===== src/rtl/flow_key_extract.sv =====
// Single-pass parser for a 64-bit Ethernet receive stream: extracts the IPv4
// TCP/UDP 5-tuple key and flags for db_top, and counts frames, keys and drops.
module flow_key_extract #(
  parameter int          KEY_SIZE   = 96,
  parameter int          CNT_WIDTH  = 32,
  parameter logic [15:0] ETYPE_IPV4 = 16'h0800
) (
  input  logic                 clk,
  input  logic                 rst_n,
  input  logic [63:0]          s_data,
  input  logic [7:0]           s_keep,
  input  logic                 s_valid,
  input  logic                 s_last,
  output logic [KEY_SIZE-1:0]  in_key,
  output logic [3:0]           in_flag,
  output logic                 in_valid,
  output logic [CNT_WIDTH-1:0] cnt_frame,
  output logic [CNT_WIDTH-1:0] cnt_key,
  output logic [CNT_WIDTH-1:0] cnt_drop
);

  typedef enum logic [2:0] {
    ST_RESYNC, ST_IDLE, ST_B1, ST_B2, ST_B3, ST_B4, ST_B5, ST_SKIP
  } state_t;

  state_t state, next_state;

  logic [7:0]  b [8];
  logic [31:0] src_ip;
  logic [15:0] dst_hi;
  logic [47:0] l4_tuple;   // {dst_ip[15:0], src_port, dst_port}
  logic        proto_tcp;

  logic [7:0]  need;
  logic        ok, complete, parse, bad, emit, fail;
  logic [KEY_SIZE-1:0] key_next;
  logic [3:0]          flag_next;

  always_comb begin
    for (int k = 0; k < 8; k++) b[k] = s_data[8*k +: 8];
  end

  // NOTE: every always_comb output gets a default first so no path can infer a latch.
  always_comb begin
    next_state = state;
    need       = 8'h00;
    ok         = 1'b1;
    complete   = 1'b0;
    parse      = 1'b0;
    bad        = 1'b0;
    emit       = 1'b0;
    fail       = 1'b0;
    key_next   = {src_ip, dst_hi, l4_tuple};
    flag_next  = {b[7][0] | b[7][2], b[7][1], 1'b0, 1'b1};

    case (state)
      ST_RESYNC: if (s_valid && s_last) next_state = ST_IDLE;
      ST_IDLE:   parse = 1'b1;
      ST_B1: begin
        parse = 1'b1;
        need  = 8'b0111_0000;
        ok    = ({b[4], b[5]} == ETYPE_IPV4) && (b[6] == 8'h45);
      end
      ST_B2: begin
        parse = 1'b1;
        need  = 8'b1011_0000;
        ok    = ((b[7] == 8'd6) || (b[7] == 8'd17)) && ({b[4][4:0], b[5]} == 13'd0);
      end
      ST_B3: begin
        parse = 1'b1;
        need  = 8'b1111_1100;
      end
      ST_B4: begin
        parse     = 1'b1;
        need      = 8'b0011_1111;
        complete  = !proto_tcp;
        key_next  = {src_ip, dst_hi, b[0], b[1], b[2], b[3], b[4], b[5]};
        flag_next = 4'b0010;
      end
      ST_B5: begin
        parse    = 1'b1;
        need     = 8'b1000_0000;
        complete = 1'b1;
      end
      ST_SKIP:   if (s_valid && s_last) next_state = ST_IDLE;
      default:   next_state = ST_RESYNC;
    endcase

    if (parse && s_valid) begin
      // A runt is either a missing required byte or a frame ending before the key completes.
      bad = !ok || ((s_keep & need) != need) || (s_last && !complete);
      if (bad || complete) begin
        fail       = bad;
        emit       = !bad;
        next_state = s_last ? ST_IDLE : ST_SKIP;
      end else begin
        case (state)
          ST_IDLE: next_state = ST_B1;
          ST_B1:   next_state = ST_B2;
          ST_B2:   next_state = ST_B3;
          ST_B3:   next_state = ST_B4;
          default: next_state = ST_B5;
        endcase
      end
    end
  end

  // NOTE: sequential state uses non-blocking assignments so every register samples pre-edge values.
  always_ff @(posedge clk or negedge rst_n) begin
    if (!rst_n) state <= ST_RESYNC;
    else        state <= next_state;
  end

  always_ff @(posedge clk or negedge rst_n) begin
    if (!rst_n) begin
      src_ip    <= '0;
      dst_hi    <= '0;
      l4_tuple  <= '0;
      proto_tcp <= 1'b0;
    end else if (s_valid) begin
      if (state == ST_B2) proto_tcp <= (b[7] == 8'd6);
      if (state == ST_B3) begin
        src_ip <= {b[2], b[3], b[4], b[5]};
        dst_hi <= {b[6], b[7]};
      end
      if (state == ST_B4) l4_tuple <= {b[0], b[1], b[2], b[3], b[4], b[5]};
    end
  end

  always_ff @(posedge clk or negedge rst_n) begin
    if (!rst_n) begin
      in_key    <= '0;
      in_flag   <= '0;
      in_valid  <= 1'b0;
      cnt_frame <= '0;
      cnt_key   <= '0;
      cnt_drop  <= '0;
    end else begin
      in_valid <= emit;
      if (emit) begin
        in_key  <= key_next;
        in_flag <= flag_next;
        cnt_key <= cnt_key + 1'b1;
      end
      if (fail) cnt_drop <= cnt_drop + 1'b1;
      if (s_valid && s_last && state != ST_RESYNC) cnt_frame <= cnt_frame + 1'b1;
    end
  end

endmodule

===== config.mk =====
export PLATFORM = sky130hd
export DESIGN_NAME = flow_key_extract
export DESIGN_NICKNAME = d
export VERILOG_FILES = /design/src/rtl/flow_key_extract.sv
export SDC_FILE = /design/constraint.sdc
export NUM_CORES = 1
export LEC_CHECK = 0
export BUFFER_PORTS_ARGS = -buffer_cell sky130_fd_sc_hd__clkbuf_2
export CORE_MARGIN = 8
export CORE_UTILIZATION = 55
export CTS_BUF_LIST = sky130_fd_sc_hd__clkbuf_4
export CTS_CLUSTER_SIZE = 12
export DETAILED_ROUTE_END_ITERATION = 12
export PLACE_DENSITY = 0.81
export SLEW_MARGIN = 20
export SYNTH_ARGS = -nofsm -noshare
export SYNTH_HDL_FRONTEND = slang
export SYNTH_SLANG_ARGS = --single-unit

===== constraint.sdc =====
create_clock -name clk -period 2.9 [get_ports clk]
set_input_delay 0.435 -clock clk [delete_from_list [all_inputs] [get_ports clk]]
set_output_delay 0.435 -clock clk [all_outputs]
set_load 0.02 [all_outputs]

* Yosys cells after proc, flatten, opt, wreduce, memory -nomap -nowiden *
Index checks and enable logic that the tools add are counted.

word-level totals
  register bits after elaboration = 297
  input bits = 76
  output and inout bits = 197
  logic and storage cells = 69

operators by class
  add/subtract/negate cells = 3
  equality and inequality tests = 12
  multiplexer cells = 16
  bitwise operators = 2
  reduce and logical (&&, ||, !) cells = 25

operators with widths
  kind                   count
  $add 32x1->32 const B  3
  $mux 48                1
  $pmux 8 s5             1
  $eq 16x12->1 const B   1
  $mux 3                 5
  $logic_not 13->1       1
  $eq 3x3->1 const B     4
  $pmux 3 s4             1
  $and 8x8->8            1
  $eq 8x3->1 const B     1
  $eq 8x5->1 const B     1
  $eq 8x7->1 const B     1
  $ne 8x8->1             1
  $reduce_and 2->1       4
  $eq 3x2->1 const B     2
  $logic_and 1x1->1      6
  $reduce_or 6->1        1
  $mux 1                 5
  $logic_not 1->1        4
  $logic_or 1x1->1       4
  $mux 4                 1
  $pmux 1 s2             2
  $reduce_bool 2->1      2
  $eq 3x1->1 const B     1
  4 further kinds        4

* Depth between registers and ports, before layout *
  depth in word-level cells = 10
  mapped depth = 10
  depth with buffers taken out = 6

* Worst setup path before layout *
Ideal clock, no wire load.

  kind = input port to flip-flop
  start point = input s_keep[5]
  end point = register cnt_key[25]
  data arrival time = 1.998 ns
  required time = 2.771 ns
  slack = 0.773 ns
  stages = 7
  cells stage by stage = and4_1 -> a21oi_2 -> or4_1 -> buf_6 -> nor4_4 -> nand4_1 -> xnor2_1

on the way
  cells in the longest elaborated chain, start to end = 7
  elaborated cells between the ends (all ways) = 8
  classes of those cells = eq/ne: 1; mux: 2; bitwise: 1; reduce/logical: 4

ends and longest elaborated chain
  item                                                        RTL line  source
  start, declared                                             11        input logic [7:0] s_keep,
  $and 8x8->8 (*)                                             91        bad = !ok || ((s_keep & need) != need) || (s_last && !complete);
  $ne 8x8->1 (*)                                              91
  $logic_or 1x1->1 (*) (2 in a row)                           91
  $logic_not 1->1 / $logic_or 1x1->1 (equally long branches)  94, 92
  $mux 1 (*)                                                  92        if (bad || complete) begin
  $mux 1 (*)                                                  89        if (parse && s_valid) begin
  end signal, assigned                                        143       cnt_key <= cnt_key + 1'b1;
  end, declared                                               18        output logic [CNT_WIDTH-1:0] cnt_key,

Every way passes the cells marked *; elsewhere a longest branch is shown, timed or not.
A chain may end at the register's enable or synchronous reset.

* Final worst setup path *
  start point = register state[0]
  end point = register cnt_key[24]

on the way
  cells in the longest elaborated chain, start to end = 9
  elaborated cells between the ends (all ways) = 23
  classes of those cells = eq/ne: 7; mux: 6; bitwise: 1; reduce/logical: 9

ends and longest elaborated chain
  item                                                        RTL line  source
  start, declared                                             26        state_t state, next_state;
  start signal, assigned                                      111       else state <= next_state;
  $eq 3x3->1 / $eq 3x2->1 (equally long branches)             56        case (state)
  $pmux 8 s5                                                  56
  $and 8x8->8                                                 91
  $ne 8x8->1                                                  91
  $logic_or 1x1->1 (2 in a row)                               91
  $logic_not 1->1 / $logic_or 1x1->1 (equally long branches)  94, 92
  $mux 1                                                      92
  $mux 1 (*)                                                  89

Marked as above.

==> flow_metrics.py <==
metrics = {
    "status": {
        "status": "finished clean",
    },
    "synthesis": {
        "yosysSeqAreaShare_pct": 59.6,
        "synth_cell_types": 55,
        "ys.warnings.count": 0,
        "netlist_area_sq_um": 12500,
        "postSynthAreaPerCell_sq_um": 11.7,
        "synthesis.nets": 1146,
        "synth.top_cells.by_count": "dfrtp_1 (297), nand2_1 (230), mux2_2 (98), xnor2_1 (79), mux2i_1 (48)",
        "synth_area_leaders": "dfrtp_1 (60%), mux2_2 (8.9%), nand2_1 (6.9%)",
        "synth_enable_flop_cells": 0,
        "yosys.area.top_type_share_pct": 59.6,
        "synth_compound_area_share_pct": 3.42,
        "synthesis.instances": 1067,
        "yosysMostFrequentCell": "dfrtp_1",
        "synth-main-ff-cell": "dfrtp_1",
        "async_flop_share_pct": 100,
        "synthAdderAreaFrac_pct": 0.301,
        "ys_ff_latch": 297,
        "synth_top_family_by_area": "simple AND/OR/NAND/NOR gates",
        "yosysTopAreaCell": "dfrtp_1",
        "synth_mux_area_share_pct": 12.8,
        "synth-xor-area-share_pct": 6.53,
        "synth-simple-area-share_pct": 15.2,
    },
    "cts": {
        "cts-root-buf": "clkbuf_4",
        "numCtsBuffers": 77,
        "cts_buffer_depth": 3,
        "cts_resized": 0,
        "clock_sink_count": 297,
        "cts_tree": "done",
        "cts_hold_buf": 38,
        "post-cts-setup-buffers": 0,
        "clk_pin_slew_ps": 70,
        "clk_latency_ps": 660,
        "cts_htree_levels": 3,
    },
    "routing": {
        "wl_per_cell_um": 18.0,
        "wl_um": 31800,
        "vias_per_cell": 5.37,
        "antenna_left": 0,
        "num_vias": 9496,
        "drc_errors": 0,
        "dr.pass1.iters": 5,
        "drtIter0Drc": 685,
    },
    "critical_path": {
        "endpoint_kind": "register",
        "critical_path_arrival_ps": 3130,
        "critPathLaunchType": "register",
        "regToRegEndpoint": "cnt_key[24]$_DFFE_PN0P_",
        "endpoint": "cnt_key[24]$_DFFE_PN0P_",
        "crit_type": "register to register",
        "worst-path-max-fanout": 16,
        "r2r_start": "state[0]$_DFFE_PN0P_",
        "critPathRequiredTime_ps": 3440,
        "startpoint": "state[0]$_DFFE_PN0P_",
        "worst_r2r_path_depth": 7,
        "reg2reg_slack_ps": 310,
    },
    "timing": {
        "finalSetupTns_ps": 0,
        "whs_ps": 57.8,
        "finalClockSkew_ps": 50.9,
        "period_share_pct": 89.5,
        "relSlewSlack_pct": 44.6,
        "tightest_slew_ps": 830,
        "setup_viol": 0,
        "finalMaxSlewViolations": 0,
        "finalHoldViolations": 0,
        "period_minus_slack_ps": 2590,
        "fmax_mhz": 385,
        "rsz0062_at_grt": "false",
    },
    "layout": {
        "fill_cells": 1651,
        "fin_area_sq_um": 15600,
        "final_nets": 1505,
        "drive_gt1_share_pct": 35.7,
        "area_growth_pct": 25.1,
    },
    "placed_design": {
        "hpwl_um": 21500,
        "io_buffers": 272,
        "globalplace.congestion": 0.811,
        "placed_area_sq_um": 14200,
    },
    "global_routing": {
        "track_usage_pct": 23.2,
        "grt_max_degree": 81,
        "antenna_found_initial": 2,
        "grt_first_pass_wirelength_um": 52800,
        "grt_pass1_vias": 10200,
        "overflow": 0,
    },
    "worst_hold_path": {
        "hold_class": "input pin to register",
    },
    "die": {
        "io_pins": 273,
        "initial_core_util_pct": 55.6,
        "coreArea_sq_um": 22400,
        "die_area_sq_um": 27700,
        "die_w_um": 167,
        "die_h_um": 167,
        "fp-row-count": 55,
    },
    "job": {
        "maxCapViolations": 0,
    },
    "power": {
        "ir_drop_v": 0.000533,
        "p_per_area_nw_per_um2": 908,
        "report.power.total_mw": 14.1,
        "p_leak_nw": 8.15,
    },
}
per-stage QoR:
| step | setup WS [ps] | utilization [%] | std cells |
|---|---|---|---|
| final | 305 | 69.5 | 1767 |
| after global placement | 373 | 63.3 | 1594 |
| after floorplan | 773 | - | 1067 |
| after global routing | 209 | 69.5 | 1767 |
| after detailed placement | 295 | 63.3 | 1594 |
| after CTS | 331 | 69.5 | 1765 |
worst min-delay path by stage:
| stage | startpoint | end | slack (ps) | depth (start not counted) |
|---|---|---|---|---|
| global route | s_data[22] | l4_tuple[30]$_DFFE_PN0P_ | 3 | 2 |
| floorplan | rst_n | cnt_drop[0]$_DFFE_PN0P_ | 140 | 0 |
| detailed placement | src_ip[10]$_DFFE_PN0P_ | in_key[74]$_DFFE_PN0P_ | 450 | 2 |
| global placement | src_ip[25]$_DFFE_PN0P_ | in_key[89]$_DFFE_PN0P_ | 440 | 2 |
| finish | s_data[61] | dst_hi[5]$_DFFE_PN0P_ | 60 | 2 |
| CTS | s_data[29] | src_ip[21]$_DFFE_PN0P_ | 1 | 2 |
power breakdown:
group / internal (mW) / switching (mW)
registers: 5.56 / 0.924
logic: 1.62 / 2.39
clock network: 1.98 / 1.67
critical path: stages, from the launching register on:
cell,delay [ps]
dfrtp_1,540
buf_4,240
nor2b_1,150
o21ai_1,100
or4_4,630
nor4_4,460
nand3_1,190
xnor2_1,160
layout by cell type (no fill, tap or decap), types with 18 or more instances in the layout:
cell,Yosys,final
xnor2_1,79,79
clkbuf_2,0,271
nand3_1,47,46
o21ai_1,42,42
mux2i_1,48,48
and3_1,20,19
dlygate4sd3_1,0,38
nand4_1,29,29
nand2_1,230,229
dfrtp_1,297,297
mux2_2,98,98
clkbuf_4,0,114
nor2_1,18,18
area by class of cell:
type                            instances  area [sq um]  share of cell area (%)
Clock buffer                          114           856                    5.49
Antenna cell                            2          5.00                  0.0321
Timing Repair Buffer                  331          1980                    12.7
Multi-Input combinational cell        711          4780                    30.7
Tap cell                              285           357                    2.29
Inverter                                8          30.0                   0.193
Sequential cell                       297          7430                    47.7
Clock inverter                         19           144                   0.923
metal layers:
metal	share of wire [%]	global-route usage, %
met3	6.9	6.67
met4	2.7	9.67
met1	41	28.2
met2	49	38.3
met5	0	0
registers in the layout, summed over array words and instances (netlist names):
name,count
cnt_drop,32
cnt_frame,32
cnt_key,32
dst_hi,16
in_flag,4
in_key,96
in_valid,1
l4_tuple,48
proto_tcp,1
src_ip,32
state,3
kinds of logic after synthesis:
| family | Yosys count |
|---|---|
| compound gates | 75 |
| xor+xnor | 93 |
| fa+ha+maj | 3 |
| buf+inv | 59 |
| flops | 297 |
| mux | 147 |
| simple gates | 393 |
Power figures use the tool's default switching activity.
